<file path="src/rtl/button_cmd_queue_if.sv">
// CPU-side read port of the button command queue.
// The master is the CPU IO-read path; the slave is the queue.
interface button_cmd_queue_if;
   logic        rd_en;
   logic [31:0] cmd_out;
   logic        cmd_valid;
   logic        overflow;

   modport master (
      output rd_en,
      input  cmd_out,
      input  cmd_valid,
      input  overflow
   );

   modport slave (
      input  rd_en,
      output cmd_out,
      output cmd_valid,
      output overflow
   );
endinterface

</file>
<file path="src/rtl/button_cmd_queue.sv">
// Turns raw BTNU/BTND pads into queued one-shot hit(1)/stand(2) commands popped by CPU loads.
// Define BTN_CMD_FIFO_EN for a FIFO_DEPTH-entry queue; otherwise a single holding slot is used.
module button_cmd_queue #(
   parameter int DEBOUNCE_CYCLES = 250000,
   parameter int CNT_W           = 18,
   parameter int FIFO_DEPTH      = 4
) (
   input  logic              clock,
   input  logic              reset,
   input  logic              btn_u,
   input  logic              btn_d,
   button_cmd_queue_if.slave bus
);
   localparam logic [CNT_W-1:0] CNT_LAST  = CNT_W'(DEBOUNCE_CYCLES - 1);
   localparam logic [1:0]       CMD_HIT   = 2'd1;
   localparam logic [1:0]       CMD_STAND = 2'd2;

   generate
      if ((2 ** CNT_W) <= DEBOUNCE_CYCLES) begin : g_bad_cnt_w
         $error("CNT_W too narrow for DEBOUNCE_CYCLES");
      end
      if ((FIFO_DEPTH < 1) || ((FIFO_DEPTH & (FIFO_DEPTH - 1)) != 0)) begin : g_bad_depth
         $error("FIFO_DEPTH must be a power of two");
      end
   endgenerate

   // Bit 0 is BTNU, bit 1 is BTND throughout the conditioning path.
   logic [1:0]       pad_s;
   logic [1:0]       sync1_q, sync1_d;
   logic [1:0]       sync2_q, sync2_d;
   logic [1:0]       stable_q, stable_d;
   logic [1:0]       prev_q, prev_d;
   logic [CNT_W-1:0] cnt_q [2];
   logic [CNT_W-1:0] cnt_d [2];

   logic [1:0]       press_s;
   logic             push_s;
   logic [1:0]       push_cmd_s;

   logic             valid_s;
   logic [1:0]       head_s;
   logic             ovf_hit_s;
   logic             overflow_q, overflow_d;

   assign pad_s = {btn_d, btn_u};

   // Synchroniser and debounce next-state for both buttons.
   always_comb begin
      sync1_d  = pad_s;
      sync2_d  = sync1_q;
      prev_d   = stable_q;
      stable_d = stable_q;
      cnt_d    = cnt_q;
      for (int i = 0; i < 2; i++) begin
         if (sync2_q[i] != stable_q[i]) begin
            if (cnt_q[i] == CNT_LAST) begin
               stable_d[i] = sync2_q[i];
               cnt_d[i]    = '0;
            end else begin
               cnt_d[i]    = cnt_q[i] + CNT_W'(1);
            end
         end else begin
            cnt_d[i] = '0;
         end
      end
   end

   // Synchroniser, debounce and edge-detect state.
   always_ff @(posedge clock or posedge reset) begin
      if (reset) begin
         sync1_q  <= 2'b00;
         sync2_q  <= 2'b00;
         stable_q <= 2'b00;
         prev_q   <= 2'b00;
         cnt_q[0] <= '0;
         cnt_q[1] <= '0;
      end else begin
         sync1_q  <= sync1_d;
         sync2_q  <= sync2_d;
         stable_q <= stable_d;
         prev_q   <= prev_d;
         cnt_q[0] <= cnt_d[0];
         cnt_q[1] <= cnt_d[1];
      end
   end

   // Simultaneous U and D presses cancel, mirroring the legacy XOR of the raw buttons.
   assign press_s    = stable_q & ~prev_q;
   assign push_s     = press_s[0] ^ press_s[1];
   assign push_cmd_s = press_s[0] ? CMD_HIT : CMD_STAND;

`ifdef BTN_CMD_FIFO_EN
   localparam int PTR_W = $clog2(FIFO_DEPTH) + 1;
   localparam int IDX_W = PTR_W - 1;

   generate
      if (FIFO_DEPTH < 2) begin : g_bad_fifo_depth
         $error("FIFO build needs FIFO_DEPTH of at least 2");
      end
   endgenerate

   logic [PTR_W-1:0] wr_q, wr_d;
   logic [PTR_W-1:0] rd_q, rd_d;
   logic [1:0]       mem_q [FIFO_DEPTH];
   logic [1:0]       mem_d [FIFO_DEPTH];
   logic             empty_s, full_s, pop_s, push_ok_s;

   assign empty_s = (wr_q == rd_q);
   assign full_s  = (wr_q[PTR_W-1] != rd_q[PTR_W-1]) &&
                    (wr_q[IDX_W-1:0] == rd_q[IDX_W-1:0]);
   assign valid_s = ~empty_s;
   assign head_s  = mem_q[rd_q[IDX_W-1:0]];

   // A pop in the same cycle frees the slot a full-queue push overwrites.
   always_comb begin
      pop_s     = bus.rd_en & ~empty_s;
      push_ok_s = push_s & (~full_s | pop_s);
      ovf_hit_s = push_s & full_s & ~pop_s;
      wr_d      = push_ok_s ? (wr_q + PTR_W'(1)) : wr_q;
      rd_d      = pop_s ? (rd_q + PTR_W'(1)) : rd_q;
      mem_d     = mem_q;
      if (push_ok_s) begin
         mem_d[wr_q[IDX_W-1:0]] = push_cmd_s;
      end else begin
         mem_d[wr_q[IDX_W-1:0]] = mem_q[wr_q[IDX_W-1:0]];
      end
   end

   // Circular queue storage and pointers.
   always_ff @(posedge clock or posedge reset) begin
      if (reset) begin
         wr_q <= '0;
         rd_q <= '0;
         for (int i = 0; i < FIFO_DEPTH; i++) begin
            mem_q[i] <= 2'd0;
         end
      end else begin
         wr_q <= wr_d;
         rd_q <= rd_d;
         for (int i = 0; i < FIFO_DEPTH; i++) begin
            mem_q[i] <= mem_d[i];
         end
      end
   end
`else
   logic       slot_vld_q, slot_vld_d;
   logic [1:0] slot_q, slot_d;
   logic       pop_s, push_ok_s;

   assign valid_s = slot_vld_q;
   assign head_s  = slot_q;

   // Capacity-one queue: same push/pop/overflow rules as the FIFO with depth 1.
   always_comb begin
      pop_s      = bus.rd_en & slot_vld_q;
      push_ok_s  = push_s & (~slot_vld_q | pop_s);
      ovf_hit_s  = push_s & slot_vld_q & ~pop_s;
      slot_d     = push_ok_s ? push_cmd_s : slot_q;
      if (push_ok_s) begin
         slot_vld_d = 1'b1;
      end else if (pop_s) begin
         slot_vld_d = 1'b0;
      end else begin
         slot_vld_d = slot_vld_q;
      end
   end

   // Holding register and its valid flag.
   always_ff @(posedge clock or posedge reset) begin
      if (reset) begin
         slot_vld_q <= 1'b0;
         slot_q     <= 2'd0;
      end else begin
         slot_vld_q <= slot_vld_d;
         slot_q     <= slot_d;
      end
   end
`endif

   assign overflow_d = overflow_q | ovf_hit_s;

   // Sticky overflow flag, cleared only by reset.
   always_ff @(posedge clock or posedge reset) begin
      if (reset) begin
         overflow_q <= 1'b0;
      end else begin
         overflow_q <= overflow_d;
      end
   end

   // Head is presented with no read latency so the CPU load sees it in the rd_en cycle.
   assign bus.cmd_valid = valid_s;
   assign bus.cmd_out   = valid_s ? {30'd0, head_s} : 32'd0;
   assign bus.overflow  = overflow_q;
endmodule
</file>
<file path="src/flat_wrapper.sv">
// flat-port wrapper written by rule: the top's interface ports become plain ports
module button_cmd_queue_flat 
#(
   parameter int DEBOUNCE_CYCLES = 250000,
   parameter int CNT_W           = 18,
   parameter int FIFO_DEPTH      = 4
)
  (clock, reset, btn_u, btn_d, bus_rd_en, bus_cmd_out, bus_cmd_valid, bus_overflow);
  button_cmd_queue_if bus_i ();
  input  logic clock;
  input  logic reset;
  input  logic btn_u;
  input  logic btn_d;
  input wire logic [$bits(bus_i.rd_en)-1:0] bus_rd_en;
  output wire logic [$bits(bus_i.cmd_out)-1:0] bus_cmd_out;
  output wire logic [$bits(bus_i.cmd_valid)-1:0] bus_cmd_valid;
  output wire logic [$bits(bus_i.overflow)-1:0] bus_overflow;
  assign bus_i.rd_en = bus_rd_en;
  assign bus_cmd_out = bus_i.cmd_out;
  assign bus_cmd_valid = bus_i.cmd_valid;
  assign bus_overflow = bus_i.overflow;
  button_cmd_queue #(.DEBOUNCE_CYCLES(DEBOUNCE_CYCLES), .CNT_W(CNT_W), .FIFO_DEPTH(FIFO_DEPTH)) u_core (.clock(clock), .reset(reset), .btn_u(btn_u), .btn_d(btn_d), .bus(bus_i));
endmodule
</file>
<file path="config.mk">
export PLATFORM = sky130hd
export DESIGN_NAME = button_cmd_queue_flat
export DESIGN_NICKNAME = d
export VERILOG_FILES = /design/src/rtl/button_cmd_queue_if.sv /design/src/rtl/button_cmd_queue.sv /design/src/flat_wrapper.sv
export SDC_FILE = /design/constraint.sdc
export NUM_CORES = 1
export LEC_CHECK = 0
export CAP_MARGIN = 0
export CORE_ASPECT_RATIO = 0.9
export CORE_MARGIN = 2
export CORE_UTILIZATION = 25
export DETAILED_ROUTE_END_ITERATION = 10
export HOLD_SLACK_MARGIN = 0.06
export PLACE_DENSITY_LB_ADDON = 0.05
export REMOVE_ABC_BUFFERS = 1
export SLEW_MARGIN = 25
export SYNTH_ARGS = -nofsm -noshare
export SYNTH_HDL_FRONTEND = slang
export SYNTH_SLANG_ARGS = --single-unit
</file>
<file path="constraint.sdc">
create_clock -name clock -period 6 [get_ports clock]
set_clock_uncertainty 0.05 [all_clocks]
set_input_delay 0.9 -clock clock [delete_from_list [all_inputs] [get_ports clock]]
set_output_delay 0.9 -clock clock [all_outputs]
set_load 0.02 [all_outputs]
</file>
# Yosys cells after proc, flatten, opt, wreduce, memory -nomap -nowiden
# Cells that the tools add are included.
dict set report totals {
  reg_bits 48
  input_bits 5
  out_inout_bits 34
  wordCells 38
}
dict set report classes {
  n_addsub 2
  n_eq_ne 4
  n_mux 8
  n_bitwise 11
  reduce_logical 3
}
# cell count
set op_table {}
lappend op_table {{18-bit two-way mux} 4}
lappend op_table {{18-bit by 1-bit adder with 18-bit output (second input constant)} 2}
lappend op_table {{18-bit equality test (second input constant)} 2}
lappend op_table {{1-bit AND} 4}
lappend op_table {{2-bit two-way mux} 2}
lappend op_table {{2-bit AND reduction} 2}
lappend op_table {{2-bit AND} 1}
lappend op_table {{1-bit two-way mux} 2}
lappend op_table {{1-bit != test} 2}
lappend op_table {{1-bit inverter} 2}
lappend op_table {{2-bit inverter} 1}
lappend op_table {{1-bit OR} 2}
lappend op_table {{2-bit nonzero test} 1}
lappend op_table {{1-bit XOR} 1}

# Logic depth before layout (Yosys ltp)
# Gate-level depths: netlist (run 1).
dict set report logic_depth {
  depth_word 6
  depth_mapped 5
  mapped_depth_nobuf 5
}

# Worst setup path after synthesis (run 1)
# Ideal clock, no wire load.
dict set report synth_timing {
  path_kind {register to register}
  start {register u_core.cnt_q[31] in the netlist's numbering}
  end {register u_core.stable_q[0], in the netlist u_core.prev_d[0]}
  setup_ns 0.125
  arrival_ns 1.890
  t_required_ns 5.825
  slack_ns 3.936
  stages_incl_launch_ff 5
  path_buffers 0
  synth_period_minus_slack_ns 2.064
  cell_sequence {dfrtp_1 or4b_1 or4_4 nor2_1 mux2_2}
}
dict set report synth_between {
  elab_chain_cells 2
}
# item line_no
set synth_rtl {}
lappend synth_rtl {{start: declaration} button_cmd_queue.sv:33} ;# logic [CNT_W-1:0] cnt_q [2];
lappend synth_rtl {{18-bit equality test} button_cmd_queue.sv:56} ;# if (cnt_q[i] == CNT_LAST) begin
lappend synth_rtl {{2-bit AND reduction (no source line)} --}
lappend synth_rtl {{end signal: assignment} button_cmd_queue.sv:80} ;# stable_q <= stable_d;
lappend synth_rtl {{end: declaration} button_cmd_queue.sv:31} ;# logic [1:0] stable_q, stable_d;
# Every way passes these cells.
# A chain may end at the register's enable or synchronous reset.

# Worst setup path in the final report (run 1)
dict set report layout_timing {
  start {register u_core.slot_vld_q, in the netlist u_core.bus.cmd_valid}
  end {output bus_cmd_out[1]}
}
dict set report layout_between {
  elab_chain_cells 1
}
# item line_no
set layout_rtl {}
lappend layout_rtl {{start: declaration} button_cmd_queue.sv:146} ;# logic slot_vld_q, slot_vld_d;
lappend layout_rtl {{start signal: assignment} button_cmd_queue.sv:174} ;# slot_vld_q <= slot_vld_d;
lappend layout_rtl {{2-bit two-way mux} button_cmd_queue.sv:193} ;# assign bus.cmd_out = valid_s ? {30'd0, head_s} : 32'd0;
lappend layout_rtl {{end: declaration} flat_wrapper.sv:15} ;# output wire logic [$bits(bus_i.cmd_out)-1:0] bus_cmd_out;
# Every way passes these cells.

==> results of run 1 <==
==> stage by stage <==
step / hold WS [ps] / util / cell area (um2) / total power, uW
after global placement: 291 / 0.268 / 2590 / 378
final: 310 / 0.282 / 2720 / 629
after floorplan: 281 / - / 2340 / 368
after detailed placement: 290 / 0.268 / 2590 / 378
after CTS: 313 / 0.282 / 2720 / 643
after global routing: 325 / 0.282 / 2720 / 663
==> sequential cells by signal, indices dropped and copies added (netlist names) <==
register              count
u_core.prev_q             2
u_core.prev_d             2
u_core.head_s             2
u_core.bus.cmd_valid      1
u_core.cnt_q             36
u_core.sync1_q            2
u_core.bus.overflow       1
u_core.sync2_q            2
==> logic make-up (layout without fill, tap and decap cells) <==
family | count (synthesis) | count (layout)
xor gates and xnor gates | 31 | 31
AOI/OAI and AO/OA | 16 | 16
buffers and inverters | 40 | 23
and+or+nand+nor | 111 | 111
adders and majority gates | 2 | 2
DFF | 48 | 48
muxes | 2 | 2
other | 1 | 30
==> final cells by class <==
type                    instances  area, um2  area share
flip-flops and latches         48       1200       0.442
clock buffers                   7       96.3      0.0354
well taps                     126        158      0.0580
repair buffers                  9       87.6      0.0322
clock inverters                 1       30.0      0.0110
inverters                       6       25.0     0.00920
multi-input cells             192       1120       0.412
==> worst paths after layout <==
| check | startpoint | endpoint | slack [ps] | cells after the start |
|---|---|---|---|---|
| max | u_core.bus.cmd_valid | bus_cmd_out[1] | 3630 | 2 |
| min in group asynchronous | reset | u_core.head_s[0] | 990 | 2 |
| min reg2reg | u_core.sync1_q[0] | u_core.sync2_q[0] | 310 | 0 |
| min | u_core.sync1_q[0] | u_core.sync2_q[0] | 310 | 0 |
| max reg2reg | u_core.cnt_q[31] | u_core.cnt_q[23] | 3720 | 4 |
| max in group asynchronous | reset | u_core.bus.cmd_valid | 4510 | 2 |
==> layout by cell type (no fill, tap or decap), types with 3 or more instances in the layout <==
| master | instances |
|---|---|
| inv_1 | 5 |
| a21oi_1 | 7 |
| nand3_1 | 17 |
| clkbuf_8 | 7 |
| xnor2_1 | 19 |
| dfrtp_1 | 48 |
| and2_1 | 3 |
| xor2_1 | 12 |
| nor2_1 | 39 |
| nand2b_1 | 4 |
| and4_1 | 5 |
| clkdlybuf4s50_1 | 8 |
| nor2b_1 | 5 |
| nand4_1 | 11 |
| or4_1 | 3 |
| conb_1 | 30 |
| nand2_1 | 8 |
| nor3_1 | 4 |
| o21ai_0 | 4 |
| nor4_1 | 7 |
==> power groups by stage <==
stage | registers, uW | clock network (uW) | logic [uW]
floorplan | 337 | 0 | 30.4
global placement | 338 | 0 | 39.2
detailed placement | 338 | 0 | 39.4
CTS | 332 | 272 | 39.5
global route | 333 | 285 | 44.3
finish | 332 | 259 | 38.3
==> routing by layer <==
metal  share of wire  vias to the layer above  wire [um]
met3           0.044                        5        208
met5               0                        -          0
met4           0.011                        0         54
li1                -                      816          -
met2            0.41                       40       1910
met1            0.54                      781       2550
==> worst max-delay path, stage by stage, from the launching register on <==
cell and delay, ps:
dfrtp_1 400, and2_1 140, clkdlybuf4s50_1 590
==> results.md, run 1 <==
- Die span in y: 98.6 um
- Max Slew Vio Count: 0
- Final wirelength: 4.72 mm
- Mapped Avg Cell Area: 9.89 um2
- P_int: 482 uW
- Combinational family with the most area after synthesis: simple AND/OR/NAND/NOR gates
- Fraction of layout cells with a size suffix above 1: 0.0570
- Compound-cell area share of the yosys netlist: 0.0443
- CP Launch Type: register
- Die Area: 0.0107 mm2
- Synth Area in XOR/XNOR: 0.109
- Wire per inst: 12.1 um
- Post-synthesis mux area share: 0.00907
- Min cycle time layout: 2370 ps
- Met1 Usage GRT: 0.141
- PortBufs: 8
- First-pass detailed-route iteration total: 4
- Leak: 0.00113 uW
- M2 GR Usage: 0.137
- CTS max path bufs: 2
- Placeable Area: 0.00966 mm2
- Gr usage total: 0.0958
- Comb pwr share: 0.061
- Post-synth EDFFs: 0
- Clock sink total: 48
- First-pass GRT wire length: 8.09 mm
- Clock buffer count from CTS: 5
- Finished Layout Cells: 389
- Final GP Congestion: 0.684
- Die Wd: 109 um
- Layout Nets: 269
- DP Wirelength: 3.23 mm
- Initial antenna violation count: 0
- CTS Hold Bufs: 0
- Initial Util: 0.257
- Synth top area cells: dfrtp_1 (48%), buf_4 (9.1%), xnor2_1 (6.7%), nor2_1 (5.9%), xor2_1 (4.2%)
- Fillers: 1021
- Dpl ws: 3700 ps
- Asr flop ratio synth: 1.00
- GRT overflow: 0
- Worst hold path type: reg2reg
- GRT busiest layer: met1
- DR vias/cell: 4.22
- Top Ports: 39
- Most common cell in the netlist: dfrtp_1
- Final setup violation count: 0
- Required @ worst endpoint: 5050 ps
- Switch share: 0.234
- CTS root buf: clkbuf_8
- TNS Setup: 0 ps
- Crit Path Max Fanout: 5
- Largest net degree at the start of global routing: 49
- Row cnt: 34
- Area delta synth->final: 9.47%
- Post-synthesis adder-cell area fraction: 0.0101
- Max IR drop VDD: 0.0000820 V
- Dpl cells: 381
- Synth cell count leaders: dfrtp_1 (48), nor2_1 (39), buf_4 (30)
- Max Freq: 422 MHz
- Area fraction of the dominant cell type after synthesis: 0.484
- Worst skew pair latency: 300 ps
- Final hold violation count: 0
- Critical path class: reg2out
- Register bit total from synthesis: 48
- TritonCTS clock tree: done
- Synth Instances: 251
- Worst slew margin: 0.594
- PD cells: 231 mW/mm2
- Clock share of power: 0.412
- Crit end category: output pin
- RSZ-0062 raised after global routing: false
- Diodes inserted: 0
- Netlist area before placement: 0.00248 mm2
- Final ANT Viol Nets: 0
- PostCTS Resize Cnt: 0
- Setup bufs post-CTS: 0
- Synth cell types: 30
- Worst EP arrival: 1420 ps
- Met3 usage: 0.0238
- Switch Pwr: 147 uW
- Worst Max-Slew Pin Slew: 609 ps
- Reg power frac: 0.527
- Max-Cap Viols: 0
- Number of global-route vias before repair: 1630
- DR vias: 1642
- Htree depth: 2
- Area leader, netlist: dfrtp_1
- Period Utilization, post-route: 0.395
- Clock transition at path regs: 90 ps
- Post-synth top flop: dfrtp_1
- Residual DRC: 0
- Post-Synth Simple-Gate Area: 0.233
- Initial drt markers: 69
- Final worst slack: 3630 ps
- Seq/Total Area, Yosys: 0.484
- Outcome: completed
- Yosys Warn Count: 0
(Power assumes the default switching activity.)
==> run 2, diff against run 1 <==
==> constraint.sdc (replaced) <==
create_clock -name clock -period 2.3 [get_ports clock]
set_clock_uncertainty 0.05 [all_clocks]
set_input_delay 0.345 -clock clock [delete_from_list [all_inputs] [get_ports clock]]
set_output_delay 0.345 -clock clock [all_outputs]
set_load 0.02 [all_outputs]
==> results.md, run 2 (synthesis results as in run 1) <==
- Outcome: completed
- Reg with most FFs: u_core.cnt_q
- CTS Hold Bufs: 0
- DR vias: 1681
- Gr usage total: 0.0981
- Placeable Area: 0.00966 mm2
- GRT overflow: 0
- Leak: 0.00115 uW
- Die span in y: 98.6 um
- Worst EP arrival: 2250 ps
- Top Ports: 39
- Commonest non-fill, non-tap cell in the layout: dfrtp_1
- Clock buffer count from CTS: 5
- Critical path's top delay family: simple AND/OR/NAND/NOR gates
- Crit Path Max Fanout: 5
- Wire per inst: 12.1 um
- Met3 usage: 0.0245
- PortBufs: 8
- CP Launch Type: register
- Critical path class: reg2reg
- Switch Pwr: 375 uW
- M2 GR Usage: 0.134
- Comb pwr share: 0.073
- First-pass GRT wire length: 8.22 mm
- Highest-delay cell along the critical path: or4_4
- Largest register FFs: 36
- CTS root buf: clkbuf_8
- Max-Cap Viols: 0
- Final Util: 0.285
- PostCTS Resize Cnt: 0
- Final wirelength: 4.80 mm
- Number of global-route vias before repair: 1618
- Min cycle time layout: 2110 ps
- First-pass detailed-route iteration total: 5
- CTS max path bufs: 2
- Period Utilization, post-route: 0.918
- DP Wirelength: 3.40 mm
- Final GP Congestion: 0.720
- Reg power frac: 0.576
- Max Freq: 473 MHz
- Setup bufs post-CTS: 0
- Die Wd: 109 um
- Most frequent cells in the layout: dfrtp_1 (48), nor2_1 (39), conb_1 (30), xnor2_1 (19), nand3_1 (17)
- GRT busiest layer: met1
- Area delta synth->final: 10.7%
- DR vias/cell: 4.26
- Max Slew Vio Count: 0
- Diodes inserted: 0
- RSZ-0062 raised after global routing: false
- CP Cell Sequence: or4b_1, or4_4, nor2_1, mux2_2
- Final setup violation count: 0
- Critical Path Max Stage Delay: 550 ps
- Max IR drop VDD: 0.000211 V
- Final ANT Viol Nets: 0
- Count of buffer and inverter cells on the critical path: 0
- P_int: 1130 uW
- TritonCTS clock tree: done
- Layout Nets: 275
- Clock share of power: 0.351
- Residual DRC: 0
- Largest net degree at the start of global routing: 32
- Initial drt markers: 78
- Worst skew pair latency: 300 ps
- Initial Util: 0.257
- TNS Setup: 0 ps
- Die Area: 0.0107 mm2
- Required @ worst endpoint: 2440 ps
- Crit end category: register
- Fraction of layout cells with a size suffix above 1: 0.0706
- Htree depth: 2
- PD cells: 546 mW/mm2
- Switch share: 0.250
- Clock transition at path regs: 90 ps
- Final hold violation count: 0
- Initial antenna violation count: 0
- Row cnt: 34
- Clock sink total: 48
- Met1 Usage GRT: 0.149
- Worst hold path type: in2async
[run 2: cell types whose count changed in the layout (fill, tap and decap cells not counted), sizes merged]
cell / before / now
clkbuf: 7 / 8
bufinv: 1 / 0
buf: 1 / 7
[run 2: final timing paths]
kind	from	to	slack (ps)	cells after the start
max in group asynchronous	reset	u_core.cnt_q[1]	1370	3
max	u_core.cnt_q[24]	u_core.prev_d[0]	190	4
min in group clock	u_core.sync1_q[1]	u_core.sync2_q[1]	320	0
min reg2reg	u_core.sync1_q[1]	u_core.sync2_q[1]	320	0
min	reset	u_core.head_s[1]	310	2
max reg2reg	u_core.cnt_q[24]	u_core.prev_d[0]	190	4
[run 2: final cells by class]
type,count,area [um2]
Inverter,6,22.5
Sequential cell,48,1200
Multi-Input combinational cell,192,1120
Clock buffer,8,90.1
Timing Repair Buffer,15,158
Tap cell,126,158
Fill cell,1034,6910
[run 2: per-layer routing]
metal / vias up / wire, um
met5: - / 0
met4: 0 / 55
met3: 5 / 227
met2: 44 / 1970
met1: 807 / 2540
li1: 825 / -
[run 2: power groups by stage]
stage | logic (uW) | clock network (uW) | registers (uW)
global route | 125 | 606 | 868
global placement | 112 | 0 | 883
floorplan | 79.3 | 0 | 880
finish | 109 | 528 | 866
CTS | 112 | 567 | 866
detailed placement | 111 | 0 | 882
[run 2: stage by stage]
stage          total power [uW]  cells  setup WS [ps]  instance area (um2)  hold WS, ps
6_report                   1500    395            188                 2750          314
2_1_floorplan               959    246            236                 2340          281
3_3_place_gp                995    387            220                 2660          287
3_5_place_dp                994    387            200                 2660          289
5_1_grt                    1600    395            122                 2750          332
4_1_cts                    1550    395            184                 2750          318
==> run 3, diff against run 2 <==
--- a/config.mk
+++ b/config.mk
@@ -10,6 +10,7 @@
 export CORE_MARGIN = 2
 export CORE_UTILIZATION = 25
 export DETAILED_ROUTE_END_ITERATION = 10
+export GPL_TIMING_DRIVEN = 0
 export HOLD_SLACK_MARGIN = 0.06
 export PLACE_DENSITY_LB_ADDON = 0.05
 export REMOVE_ABC_BUFFERS = 1
==> results.md, run 3 (synthesis results as in run 1) <==
- Wire per inst: 11.9 um
- TritonCTS clock tree: done
- Final setup violation count: 0
- Final ANT Viol Nets: 0
- Max-Cap Viols: 0
- Placeable Area: 0.00966 mm2
- PortBufs: 8
- Number of global-route vias before repair: 1651
- Largest register FFs: 36
- Worst Max-Slew Pin Slew: 683 ps
- Worst r2r src: u_core.cnt_q[31]
- PostCTS Resize Cnt: 0
- Final hold violation count: 0
- Worst slew margin: 0.543
- Initial drt markers: 60
- Highest-delay cell along the critical path: or4_4
- Final Util: 0.285
- Dpl cells: 381
- DP Wirelength: 3.19 mm
- Comb pwr share: 0.063
- Diodes inserted: 0
- Fraction of layout cells with a size suffix above 1: 0.0606
- Hold depth: 0
- Clock share of power: 0.412
- Final hold slack: 316 ps
- Internal reg-to-reg setup slack: 140 ps
- Outcome: completed
- Worst EP arrival: 2300 ps
- First-pass GRT wire length: 8.13 mm
- RSZ-0062 raised after global routing: false
- Worst hold path type: reg2reg
- Worst Hold Path EP: u_core.sync2_q[1]
- Critical path's top delay family: simple AND/OR/NAND/NOR gates
- DR vias/cell: 4.28
- Leak: 0.00115 uW
- CP Cell Sequence: or4b_1, or4_4, nor2_1, mux2_2
- Min cycle time layout: 2160 ps
- Most frequent cells in the layout: dfrtp_1 (48), nor2_1 (39), conb_1 (30), xnor2_1 (19), nand3_1 (17)
- Area delta synth->final: 10.7%
- Largest net degree at the start of global routing: 49
- Clock sink total: 48
- CP Launch Type: register
- HP Start: u_core.sync1_q[1]
- Finished Layout Cells: 390
- Die span in y: 98.6 um
- Crit end category: register
- TNS Setup: 0 ps
- Required @ worst endpoint: 2440 ps
- Count of buffer and inverter cells on the critical path: 0
- Max Freq: 462 MHz
- Post-DP Area: 0.00260 mm2
- CTS root buf: clkbuf_8
- Htree depth: 2
- Cell count of the worst reg-to-reg path: 4
- Reg power frac: 0.524
- Initial Util: 0.257
- Reg with most FFs: u_core.cnt_q
- Max Slew Vio Count: 0
- Worst skew pair latency: 300 ps
- Top Ports: 39
- Gr usage total: 0.0969
- DR vias: 1670
- Clock buffer count from CTS: 5
- R2r endpoint: u_core.prev_d[0]
- Crit path from: u_core.cnt_q[31]
- Critical Path Max Stage Delay: 550 ps
- Residual DRC: 0
- Crit Path Max Fanout: 6
- PD cells: 600 mW/mm2
- Commonest non-fill, non-tap cell in the layout: dfrtp_1
- Design Area, Final: 0.00275 mm2
- Die Wd: 109 um
- Clock transition at path regs: 90 ps
- Max IR drop VDD: 0.000209 V
- Final wirelength: 4.63 mm
- Period Utilization, post-route: 0.941
- Setup bufs post-CTS: 0
- Row cnt: 34
- Die Area: 0.0107 mm2
- Layout Nets: 270
- Fillers: 1015
- Switch Pwr: 389 uW
- Initial antenna violation count: 0
- Critical path class: reg2reg
- CTS Hold Bufs: 0
- GRT overflow: 0
- P_int: 1260 uW
- Final GP Congestion: 0.661
- First-pass detailed-route iteration total: 4
- Switch share: 0.236
- CTS max path bufs: 2
## run 3: cell types whose count changed in the layout (fill, tap and decap cells not counted), sizes merged
cell and delta:
buf -5, bufinv +1, clkbuf -1
## run 3: area by class of cell
cell class / count / area (um2) / share of cell area
Sequential cell: 48 / 1200 / 0.437
Multi-Input combinational cell: 192 / 1130 / 0.412
Tap cell: 126 / 158 / 0.0573
Timing Repair Buffer: 10 / 108 / 0.0391
Clock buffer: 7 / 96.3 / 0.0350
Clock inverter: 1 / 30.0 / 0.0109
Inverter: 6 / 25.0 / 0.00910
## run 3: routing by layer
layer	up-vias	GRT usage	share of wire
met2	44	0.141	0.42
met3	5	0.0284	0.050
met4	0	0.0355	0.012
met1	796	0.136	0.52
li1	825	-	-
met5	-	0	0
## run 3: how the worst max path moves through the flow
stage / cells past startpoint / slack, ps / end
3_3_place_gp: 2 / -420 / u_core.cnt_q[7]
5_1_grt: 5 / 20 / u_core.cnt_q[2]
6_report: 4 / 140 / u_core.prev_d[0]
3_5_place_dp: 4 / 7 / u_core.cnt_q[34]
2_1_floorplan: 4 / 240 / u_core.prev_d[0]
4_1_cts: 4 / 2 / u_core.cnt_q[35]
## run 3: per-stage QoR
step | setup slack, ps | total power, uW
2_1_floorplan | 236 | 959
3_5_place_dp | 6.84 | 985
5_1_grt | 19.8 | 1740
4_1_cts | 2.08 | 1680
3_3_place_gp | -422 | 984
6_report | 136 | 1650
## run 3: power groups by stage
stage	combinational (uW)	sequential (uW)	clock (uW)
after floorplan	79.3	880	0
after global placement	101	883	0
after CTS	103	866	715
final	104	866	681
after detailed placement	103	882	0
after global routing	121	869	755
